$ cat config.mk
export PLATFORM = sky130hd
export DESIGN_NAME = poseidon_frame_builder_flat
export DESIGN_NICKNAME = d
export VERILOG_FILES = /design/src/rtl/poseidon_frame_pkg.sv /design/src/rtl/poseidon_frame_builder_if.sv /design/src/rtl/poseidon_skid_buffer.sv /design/src/rtl/poseidon_frame_builder.sv /design/src/flat_wrapper.sv
export SDC_FILE = /design/constraint.sdc
export NUM_CORES = 1
export LEC_CHECK = 0
export ABC_AREA = 1
export BUFFER_PORTS_ARGS = -buffer_cell sky130_fd_sc_hd__buf_2
export CORE_AREA = 2 2 208 210
export CTS_BUF_LIST = sky130_fd_sc_hd__clkbuf_4 sky130_fd_sc_hd__clkbuf_8
export CTS_CLUSTER_DIAMETER = 200
export DETAILED_ROUTE_END_ITERATION = 10
export DIE_AREA = 0 0 210 212
export HOLD_SLACK_MARGIN = 0.1
export PLACE_DENSITY = 0.39
export SYNTH_ARGS = -nofsm -noshare
export SYNTH_HDL_FRONTEND = slang
export SYNTH_SLANG_ARGS = --single-unit
$ cat constraint.sdc
create_clock -name clk -period 2.15 [get_ports clk]
set_input_delay 0.43 -clock clk [delete_from_list [all_inputs] [get_ports clk]]
set_output_delay 0.43 -clock clk [all_outputs]
set_load 0.005 [all_outputs]
$ cat src/rtl/poseidon_frame_pkg.sv
// -----------------------------------------------------------------------------
// poseidon_frame_pkg
// Shared constants and types for the Poseidon framing stage:
//   DATA_WIDTH  - field element width (255)
//   STATE_SIZE  - beats per output frame (domain tag + 8 rate elements)
//   DOMAIN_TAG  - constant emitted as beat 0 of every frame
//   state_t     - framing FSM states (TAG, DATA, PAD, DROP)
// -----------------------------------------------------------------------------
package poseidon_frame_pkg;

   localparam int DATA_WIDTH = 255;
   localparam int STATE_SIZE = 9;
   localparam int BEAT_W     = 4;

   localparam logic [DATA_WIDTH-1:0] DOMAIN_TAG =
      255'hc59041b7aa57a3757c9e652d111ec48d5f04d67039bae3300000232fffffdcd;

   // Index of the final beat of a frame; io_output_last is asserted here only.
   localparam logic [BEAT_W-1:0] LAST_BEAT = BEAT_W'(STATE_SIZE - 1);

   typedef enum logic [1:0] {
      ST_TAG  = 2'd0,
      ST_DATA = 2'd1,
      ST_PAD  = 2'd2,
      ST_DROP = 2'd3
   } state_t;

endpackage

$ cat src/rtl/poseidon_frame_builder_if.sv
// -----------------------------------------------------------------------------
// poseidon_frame_builder_if
// Message-in / frame-out stream bundle of the framing stage.
//   io_input_*  : message elements (valid, ready, last, payload)
//   io_output_* : frame beats towards the Poseidon core (valid, ready, last,
//                 payload)
// Handshake rule for both streams: a transfer happens on a rising clock edge
// where valid & ready are both high; a source that raised valid keeps valid,
// payload and last unchanged until that transfer; ready may change freely.
// Modports:
//   slave  - the frame builder's view (consumes input, produces output)
//   master - the environment's view (produces input, consumes output)
// -----------------------------------------------------------------------------
interface poseidon_frame_builder_if;
   import poseidon_frame_pkg::*;

   logic                  io_input_valid;
   logic                  io_input_ready;
   logic                  io_input_last;
   logic [DATA_WIDTH-1:0] io_input_payload;

   logic                  io_output_valid;
   logic                  io_output_ready;
   logic                  io_output_last;
   logic [DATA_WIDTH-1:0] io_output_payload;

   modport slave (
      input  io_input_valid, io_input_last, io_input_payload, io_output_ready,
      output io_input_ready, io_output_valid, io_output_last, io_output_payload
   );

   modport master (
      output io_input_valid, io_input_last, io_input_payload, io_output_ready,
      input  io_input_ready, io_output_valid, io_output_last, io_output_payload
   );

endinterface

$ cat src/rtl/poseidon_skid_buffer.sv
// -----------------------------------------------------------------------------
// poseidon_skid_buffer
// Two-entry skid buffer: fully registered valid/ready/data on both sides,
// full throughput, one cycle of latency.
//   clk, reset          - clock, synchronous active-high reset (empties buffer)
//   in_valid/in_ready   - upstream handshake, in_data W bits
//   out_valid/out_ready - downstream handshake, out_data W bits
// -----------------------------------------------------------------------------
module poseidon_skid_buffer #(
   parameter int W = 256
) (
   input  logic         clk,
   input  logic         reset,
   input  logic         in_valid,
   output logic         in_ready,
   input  logic [W-1:0] in_data,
   output logic         out_valid,
   input  logic         out_ready,
   output logic [W-1:0] out_data
);

   logic         skid_valid;
   logic [W-1:0] skid_data;

   // Ready comes straight from a flop: no path from out_ready to in_ready.
   assign in_ready = ~skid_valid;

   always_ff @(posedge clk) begin
      if (reset) begin
         out_valid  <= 1'b0;
         out_data   <= '0;
         skid_valid <= 1'b0;
         skid_data  <= '0;
      end else if (out_ready || !out_valid) begin
         // Output register free this cycle: refill from skid first, else
         // from the input (in_ready is high whenever skid is empty).
         if (skid_valid) begin
            out_valid  <= 1'b1;
            out_data   <= skid_data;
            skid_valid <= 1'b0;
         end else begin
            out_valid <= in_valid;
            out_data  <= in_data;
         end
      end else if (in_valid && !skid_valid) begin
         // Output stalled: park the word accepted this cycle.
         skid_valid <= 1'b1;
         skid_data  <= in_data;
      end
   end

endmodule

$ cat src/rtl/poseidon_frame_builder.sv
// -----------------------------------------------------------------------------
// poseidon_frame_builder
// Turns 1..8-element messages into fixed 9-beat frames for the Poseidon core:
// domain tag, message elements, zero padding. Elements beyond the 8th are
// discarded and flagged in a sticky overflow bit.
// Ports:
//   clk, reset     - clock, synchronous active-high reset
//   bus            - poseidon_frame_builder_if.slave (io_input_*, io_output_*)
//   io_frame_count - frames completed (last-beat output handshakes), wraps
//   io_overflow    - sticky, a message had more than 8 elements
//   dbg_state      - current FSM state
// Build option:
//   POSEIDON_FRAME_OUT_REG_EN - when defined, a 2-entry skid buffer registers
//   the output stream (+1 cycle latency, full throughput); otherwise the
//   output is a combinational passthrough.
// -----------------------------------------------------------------------------
module poseidon_frame_builder
   import poseidon_frame_pkg::*;
(
   input  logic                      clk,
   input  logic                      reset,
   poseidon_frame_builder_if.slave   bus,
   output logic [15:0]               io_frame_count,
   output logic                      io_overflow,
   output state_t                    dbg_state
);

   state_t                state, state_nxt;
   logic [BEAT_W-1:0]     beat, beat_nxt;
   logic                  ovf_set;

   // Frame stream as produced by the FSM, before the optional output register.
   logic                  core_valid;
   logic                  core_ready;
   logic                  core_last;
   logic [DATA_WIDTH-1:0] core_payload;
   logic                  in_ready_c;

   // Frame stream at the module boundary.
   logic                  out_valid;
   logic                  out_last;
   logic [DATA_WIDTH-1:0] out_payload;
   logic                  out_hs;

   always_ff @(posedge clk) begin
      if (reset) begin
         state <= ST_TAG;
         beat  <= '0;
      end else begin
         state <= state_nxt;
         beat  <= beat_nxt;
      end
   end

   always_comb begin
      state_nxt    = state;
      beat_nxt     = beat;
      core_valid   = 1'b0;
      core_last    = 1'b0;
      core_payload = '0;
      in_ready_c   = 1'b0;
      ovf_set      = 1'b0;
      unique case (state)
         ST_TAG: begin
            // The tag goes out only once a message is waiting, without
            // consuming its first element.
            core_valid   = bus.io_input_valid;
            core_payload = DOMAIN_TAG;
            if (core_valid && core_ready) begin
               beat_nxt  = BEAT_W'(1);
               state_nxt = ST_DATA;
            end
         end
         ST_DATA: begin
            core_valid   = bus.io_input_valid;
            core_payload = bus.io_input_payload;
            core_last    = (beat == LAST_BEAT);
            in_ready_c   = core_ready;
            if (core_valid && core_ready) begin
               if (beat == LAST_BEAT) begin
                  beat_nxt  = '0;
                  state_nxt = bus.io_input_last ? ST_TAG : ST_DROP;
                  ovf_set   = ~bus.io_input_last;
               end else begin
                  beat_nxt = beat + BEAT_W'(1);
                  if (bus.io_input_last) begin
                     state_nxt = ST_PAD;
                  end
               end
            end
         end
         ST_PAD: begin
            core_valid = 1'b1;
            core_last  = (beat == LAST_BEAT);
            if (core_ready) begin
               if (beat == LAST_BEAT) begin
                  beat_nxt  = '0;
                  state_nxt = ST_TAG;
               end else begin
                  beat_nxt = beat + BEAT_W'(1);
               end
            end
         end
         ST_DROP: begin
            // Swallow the rest of an oversized message.
            in_ready_c = 1'b1;
            if (bus.io_input_valid && bus.io_input_last) begin
               state_nxt = ST_TAG;
            end
         end
         default: begin
            state_nxt = ST_TAG;
            beat_nxt  = '0;
         end
      endcase
   end

`ifdef POSEIDON_FRAME_OUT_REG_EN
   poseidon_skid_buffer #(
      .W (DATA_WIDTH + 1)
   ) u_skid (
      .clk       (clk),
      .reset     (reset),
      .in_valid  (core_valid),
      .in_ready  (core_ready),
      .in_data   ({core_last, core_payload}),
      .out_valid (out_valid),
      .out_ready (bus.io_output_ready),
      .out_data  ({out_last, out_payload})
   );
`else
   assign core_ready  = bus.io_output_ready;
   assign out_valid   = core_valid;
   assign out_last    = core_last;
   assign out_payload = core_payload;
`endif

   // Handshake qualifiers are held low for the whole reset cycle.
   assign bus.io_output_valid   = out_valid & ~reset;
   assign bus.io_output_last    = out_last & ~reset;
   assign bus.io_output_payload = out_payload;
   assign bus.io_input_ready    = in_ready_c & ~reset;

   assign out_hs = bus.io_output_valid & bus.io_output_ready & bus.io_output_last;

   always_ff @(posedge clk) begin
      if (reset) begin
         io_frame_count <= '0;
         io_overflow    <= 1'b0;
      end else begin
         if (out_hs) begin
            io_frame_count <= io_frame_count + 16'd1;
         end
         if (ovf_set && core_valid && core_ready) begin
            io_overflow <= 1'b1;
         end
      end
   end

   assign dbg_state = state;

endmodule

$ cat src/flat_wrapper.sv
// flat-port wrapper written by rule: the top's interface ports become plain ports
module poseidon_frame_builder_flat import poseidon_frame_pkg::*;
  (clk, reset, io_frame_count, io_overflow, dbg_state, bus_io_input_valid, bus_io_input_last, bus_io_input_payload, bus_io_output_ready, bus_io_input_ready, bus_io_output_valid, bus_io_output_last, bus_io_output_payload);
  poseidon_frame_builder_if bus_i ();
  input  logic clk;
  input  logic reset;
  output logic [15:0] io_frame_count;
  output logic io_overflow;
  output state_t dbg_state;
  input wire logic [$bits(bus_i.io_input_valid)-1:0] bus_io_input_valid;
  input wire logic [$bits(bus_i.io_input_last)-1:0] bus_io_input_last;
  input wire logic [$bits(bus_i.io_input_payload)-1:0] bus_io_input_payload;
  input wire logic [$bits(bus_i.io_output_ready)-1:0] bus_io_output_ready;
  output wire logic [$bits(bus_i.io_input_ready)-1:0] bus_io_input_ready;
  output wire logic [$bits(bus_i.io_output_valid)-1:0] bus_io_output_valid;
  output wire logic [$bits(bus_i.io_output_last)-1:0] bus_io_output_last;
  output wire logic [$bits(bus_i.io_output_payload)-1:0] bus_io_output_payload;
  assign bus_i.io_input_valid = bus_io_input_valid;
  assign bus_i.io_input_last = bus_io_input_last;
  assign bus_i.io_input_payload = bus_io_input_payload;
  assign bus_i.io_output_ready = bus_io_output_ready;
  assign bus_io_input_ready = bus_i.io_input_ready;
  assign bus_io_output_valid = bus_i.io_output_valid;
  assign bus_io_output_last = bus_i.io_output_last;
  assign bus_io_output_payload = bus_i.io_output_payload;
  poseidon_frame_builder u_core (.clk(clk), .reset(reset), .bus(bus_i), .io_frame_count(io_frame_count), .io_overflow(io_overflow), .dbg_state(dbg_state));
endmodule
# Yosys cells after proc, flatten, opt, wreduce, memory -nomap -nowiden
# Index checks and enable logic that the tools add are counted.
[totals]
ff_bits = 23
latchBits = 0
ramBits = 0
mem_bits_ro = 0
input_bits = 260
out_inout_bits = 277
wordCells = 54
memories = 0
[classes]
add_sub_neg = 2
n_mul = 0
div_mod_pow = 0
order_cmp = 0
eq_ne = 10
shift = 0
mux = 21
bitwise_logic = 7
n_reduce_logical = 10
[op_table]
columns = ["operator", "count"]
rows = [
  ["$pmux W255 S2", 1],
  ["$add A16 B1 Y16 const B", 1],
  ["$mux W2", 8],
  ["$mux W4", 4],
  ["$pmux W4 S3", 1],
  ["$ne A2 B1 Y1 const B", 4],
  ["$pmux W2 S4", 1],
  ["$reduce_and A6 Y1", 1],
  ["$and A1 B1 Y1", 5],
  ["$add A4 B1 Y4 const B", 1],
  ["$eq A2 B2 Y1 const B", 2],
  ["$eq A4 B4 Y1 const B", 1],
  ["$logic_and A1 B1 Y1", 4],
  ["$mux W1", 4],
  ["$pmux W1 S2", 2],
  ["$reduce_and A4 Y1", 1],
  ["$reduce_or A2 Y1", 2],
  ["$ne A3 B2 Y1 const B", 1],
  ["$reduce_bool A3 Y1", 1],
  ["$eq A2 B1 Y1 const B", 1],
  ["$logic_not A2 Y1", 1],
  ["$ne A2 B2 Y1 const B", 1],
  ["$not A1 Y1", 2],
]

# Logic depth before layout (Yosys ltp)
[logic_depth]
ltp_word = 6
depth_mapped = 11
ltp_nobuf = 10

# Worst setup path after synthesis
# Ideal clock, no wire load.
[synth_timing]
kind = "register to output"
start = "reg u_core.state[1] (netlist: u_core.dbg_state[1])"
end = "out bus_io_output_payload[10]"
arrival_ns = 1.370
required_time_ns = 1.720
path_slack_ns = 0.350
stages_incl_launch_ff = 7
n_path_buf = 2
path_cell_list = "dfxtp_1 -> inv_1 -> ha_1 -> inv_2 -> buf_2 -> clkbuf_1 -> nand2_1"
[synth_between]
elab_chain_cells = 2
elab_cells_between_ends = 3
classes_between = "eq/ne (1); mux (1); reduce/logical (1)"
[synth_lines]
columns = ["item", "line", "source"]
rows = [
  ["start: declaration", "poseidon_frame_builder.sv:28", "state_t state, state_nxt;"],
  ["start signal: assignment", "poseidon_frame_builder.sv:50", "state <= state_nxt;"],
  ["$eq A2 B1 Y1 or $logic_not A2 Y1 (tied branches)", "poseidon_frame_builder.sv:63", "unique case (state)"],
  ["$pmux W255 S2 *", "poseidon_frame_builder.sv:63", ""],
  ["end: declaration", "flat_wrapper.sv:17", "output wire logic [$bits(bus_i.io_output_payload)-1:0] bus_io_output_payload;"],
]
# Every way passes the cells marked *; elsewhere a longest branch is shown, timed or not.

# Worst setup path after layout
[layout_timing]
start = "reg u_core.state[1] (netlist: u_core.dbg_state[1])"
end = "out bus_io_output_payload[120]"
# Same word-level chain as after synthesis.

==> results by stage <==
Floorplan:
- The die height is around 210 µm.
- The die covers ~45,000 µm².
- Once the floorplan was initialized, standard cells occupied under 10% of the core.
- The die is 210 µm wide.
- The floorplan core area is between 40,000 and 50,000 µm².
- The count of pins on the block boundary is about 540.
- The total number of placement rows is 76.

Yosys:
- The top cell type by area accounts for a little under half of the synthesized area.
- After synthesis, the cell types taking the most area are sky130_fd_sc_hd__nand2_1 (47%), sky130_fd_sc_hd__inv_1 (16%), sky130_fd_sc_hd__dfxtp_1 (13%).
- The Yosys step of the flow raised 0 warnings.
- The library cell with the largest summed area after synthesis is sky130_fd_sc_hd__nand2_1.
- The synthesized cell area is approximately 3500 µm².
- The sequential-to-total area share from yosys stat is between 10% and 20%.
- For this run, the leading register cell type out of synthesis is sky130_fd_sc_hd__dfxtp_1.
- The cell count after synthesis is 772.
- The synthesized netlist contains 25 unique library cells.
- The synthesized design contains 0 enable-type register cells.
- In this run the mean area of a mapped cell was about 4.6 µm².
- The net count of the mapped netlist is roughly 1,000.
- After synthesis, the most frequently instantiated cells are sky130_fd_sc_hd__nand2_1 (445), sky130_fd_sc_hd__inv_1 (149), sky130_fd_sc_hd__nor2_1 (36).
- The leading cell type by number of instances after synthesis is sky130_fd_sc_hd__nand2_1.
- After synthesis the netlist holds a flip-flop and latch count of 23.
- Counting flops with an async set or reset pin after synthesis yields a share of 0%.

Critical path:
- The depth of the most critical reg-to-reg path is 11.
- The dominant delay contributor by cell family on the critical path is buffers and inverters.
- The buffering stage count on the worst path with inverters included is 5.
- The worst setup path is captured at a primary output.
- The launching point of the worst reg2reg path is u_core.dbg_state[1].
- The peak per-stage delay on the critical path is 0.39 ns.
- The flop-to-flop setup slack is 0.45 ns.
- The worst-path cell with the longest stage delay is sky130_fd_sc_hd__dfxtp_4.
- For the worst setup path, the data required time is 1.72 ns.
- Along the worst path, the maximum fanout reaches 17.
- Walking the worst path, the cells encountered are inv_4, ha_4, buf_12, buf_12, buf_16, nand2_1, nand2_1, buf_2.
- The kind of launch point of the worst setup path is a flip-flop.
- The reg-to-reg endpoint is u_core.beat[3].
- The critical setup path kind is flip-flop to primary output.
- The worst path arrival time is ~1.6 ns.

Final layout:
- The layout cell share with drive strength beyond 1 is about 45%.
- Once layout is done, the placed cells without fillers occupy roughly 7200 µm².
- At the end of the flow, the number of nets in the layout was 1,561.
- Once layout is complete, the utilization of the core stands at approximately 17%.
- The finished layout holds ~1,800 standard cells, fillers aside.
- Compared with the post-synthesis result, the final layout area differs by 104%.

Timing:
- At the pin with the least slew margin, the transition time is approximately 0.33 ns.
- The final number of hold-violating endpoints is 0.
- The tightest hold margin is a little under 0.5 ns.
- Dividing the final minimum period by the clock period gives between 90% and 100%.
- The number of pins with negative max-slew slack in the final report is 0.
- The maximum achievable frequency is 482 MHz.
- The final setup skew is between 0.01 and 0.015 ns.
- The clock period minus worst slack is a little over 2 ns.
- The final-layout setup total negative slack is 0 ns.
- The relative slew slack is between 70 and 80%.
- Setup repair after global routing left no endpoint under its margin.
- The final-report setup violation count is 0.

Routing:
- The wire length after detailed routing is roughly 34,000 µm.
- The via total after detailed routing is approximately 6,600.
- The DRC marker count from the first detailed-route iteration is between 300 and 400.
- Dividing the detail-routed wire length by the instance count gives around 19 µm.
- The first-pass iteration count of the detailed router is 5.
- In the routed layout, each cell is associated on average with a via count of about 3.6.
- In this run the remaining antenna-violating nets after routing total 0.
- The number of DRC violations after detailed routing is 0.

Clock network:
- The CTS tree is yes.
- No sink is reached through more buffers than the 2 on the longest clock path.
- Counting the buffers created by CTS gives 3.
- Clock tree synthesis selected as its root buffer the cell sky130_fd_sc_hd__clkbuf_8.
- After clock tree synthesis, the clock-pin slew on the worst setup and hold paths is approximately 0.08 ns.
- The H-tree depth reported by CTS is 1.
- For the worst-skew pair, the clock arrives at the later sink with an insertion delay of approximately 0.27 ns.
- The number of clock sinks is 23.

Place:
- Buffers placed on the I/O ports in this run total ~540.
- The placed instances occupy a cell area of 6940 µm².
- The congestion estimate from routability-driven global placement came to about 0.8.
- Counting tap cells, the placed design contains a total of approximately 1,800 instances.
- The half-perimeter wire length of the detailed placement result is 29,800 µm.

Pwr:
- The internal power of the cells totals 4.07 mW.
- The total power density per cell area is 1230 nW/µm².
- In this run, flip-flops and latches consume approximately 5.7% of the power.
- The switching power as a share of total power is ~54%.
- The analysis attributes to cell leakage a power of 4.85 nW.
- Of the total power, the clock network draws 3.2%.
- For this design the total switching power over the nets is 4.81 mW.
- The peak ir drop on the vdd network is 0.366 mV.
- Combinational cells account for roughly nine tenths of the total power.

Global routing:
- The largest net degree at the start of global routing is 72.
- Global routing consumed, over all layers together, between 10 and 15% of the routing resources.
- The via count of the first global-routing pass came to about 6,000.
- The initial antenna violation count was 31.
- The global-route congestion overflow total is 0.
- The first-pass GRT wire length is ~44,000 µm.

Min path:
- In this run the most critical hold path is launched from u_core.io_overflow.
- Counting instances, the worst hold path has a depth of 2.
- The path class of the tightest hold or removal check is flip-flop to flip-flop.
- For hold timing, the worst endpoint is u_core.io_overflow.

Flow run:
- The total of max-cap violations is 0.

Outcome:
- The run finished with clean final reports.
[metrics by stage]
| stage | total power, mW | worst slack [ns] |
|---|---|---|
| 2_1_floorplan | 3.77 | 0.350 |
| 3_3_place_gp | 8.24 | 0.252 |
| 3_5_place_dp | 8.20 | 0.183 |
| 4_1_cts | 8.92 | 0.0147 |
| 5_1_grt | 9.76 | 0.0188 |
| 6_report | 8.88 | 0.0770 |
[repair_timing]
action	CTS	global route
hold buffers	0	0
setup buffers	7	0
resized for setup	6	6
pin swaps	1	0
setup endpoints to repair	192	53
cloned	2	2
[tightest hold or removal path, delay by kind of cell (launching register included)]
| family | cells | cell delay (ns) |
|---|---|---|
| DFF | 1 | 0.34 |
| AOI/OAI and AO/OA | 1 | 0.06 |
| and+or+nand+nor | 1 | 0.05 |
[placed cells by master, fill, tap and decap left out, drive strengths merged, types with 2 or more instances in the layout]
master | netlist | final
o21ai | 6 | 6
nor2 | 41 | 41
nand3b | 4 | 4
clkinv | 1 | 2
nand2 | 446 | 446
ha | 8 | 8
nand3 | 16 | 16
a21oi | 20 | 20
xor2 | 5 | 5
dfxtp | 23 | 23
clkbuf | 13 | 5
inv | 152 | 152
diode | 0 | 5
buf | 34 | 560
[worst max-delay path by stage]
stage | endpoint | from | depth (start not counted)
global route | bus_io_output_payload[222] | u_core.dbg_state[0] | 7
global placement | bus_io_output_payload[182] | u_core.dbg_state[1] | 6
finish | bus_io_output_payload[120] | u_core.dbg_state[1] | 8
floorplan | bus_io_output_payload[10] | u_core.dbg_state[1] | 6
CTS | bus_io_output_payload[139] | u_core.dbg_state[0] | 7
detailed placement | bus_io_output_payload[30] | u_core.dbg_state[1] | 6
[state kept, by name (all words and copies together), names as in the netlist]
name                   flops
u_core.beat                4
u_core.dbg_state           2
u_core.io_overflow         1
u_core.io_frame_count     16
[final cells by class]
class | instances | area (µm²)
fill | 5077 | 35300
timing repair buffer | 563 | 3150
clock inverter | 1 | 5.00
tap | 546 | 683
clock buffer | 3 | 41.3
inverter | 153 | 581
antenna | 5 | 12.5
multi-input combinational | 549 | 2290
sequential | 23 | 468
[power groups by stage]
stage / registers [mW] / clock network [mW] / logic (mW)
2_1_floorplan: 0.497 / 0 / 3.27
3_3_place_gp: 0.501 / 0 / 7.73
3_5_place_dp: 0.505 / 0 / 7.70
4_1_cts: 0.501 / 0.293 / 8.12
5_1_grt: 0.518 / 0.307 / 8.93
6_report: 0.510 / 0.282 / 8.09
[cells by family (layout without fill, tap and decap cells)]
| group | count (synthesis) | after routing | share of synthesized area, % |
|---|---|---|---|
| other cells | 0 | 5 | 0 |
| simple gates | 510 | 510 | 56.2 |
| fa+ha+maj | 8 | 8 | 2.82 |
| buf+inv | 200 | 720 | 22.8 |
| xor+xnor | 5 | 5 | 1.23 |
| flops | 23 | 23 | 13.0 |
| compound gates | 26 | 26 | 3.99 |
[per-layer routing]
metal	track usage, %	share of wire [%]	vias up	routed length [µm]
met1	16.2	40	2973	13500
met4	4.18	3.0	24	1020
met2	23.2	47	325	15900
met3	5.64	10	56	3530
met5	0	0.43	-	147
li1	-	-	3219	-
Power figures use the tool's default switching activity.
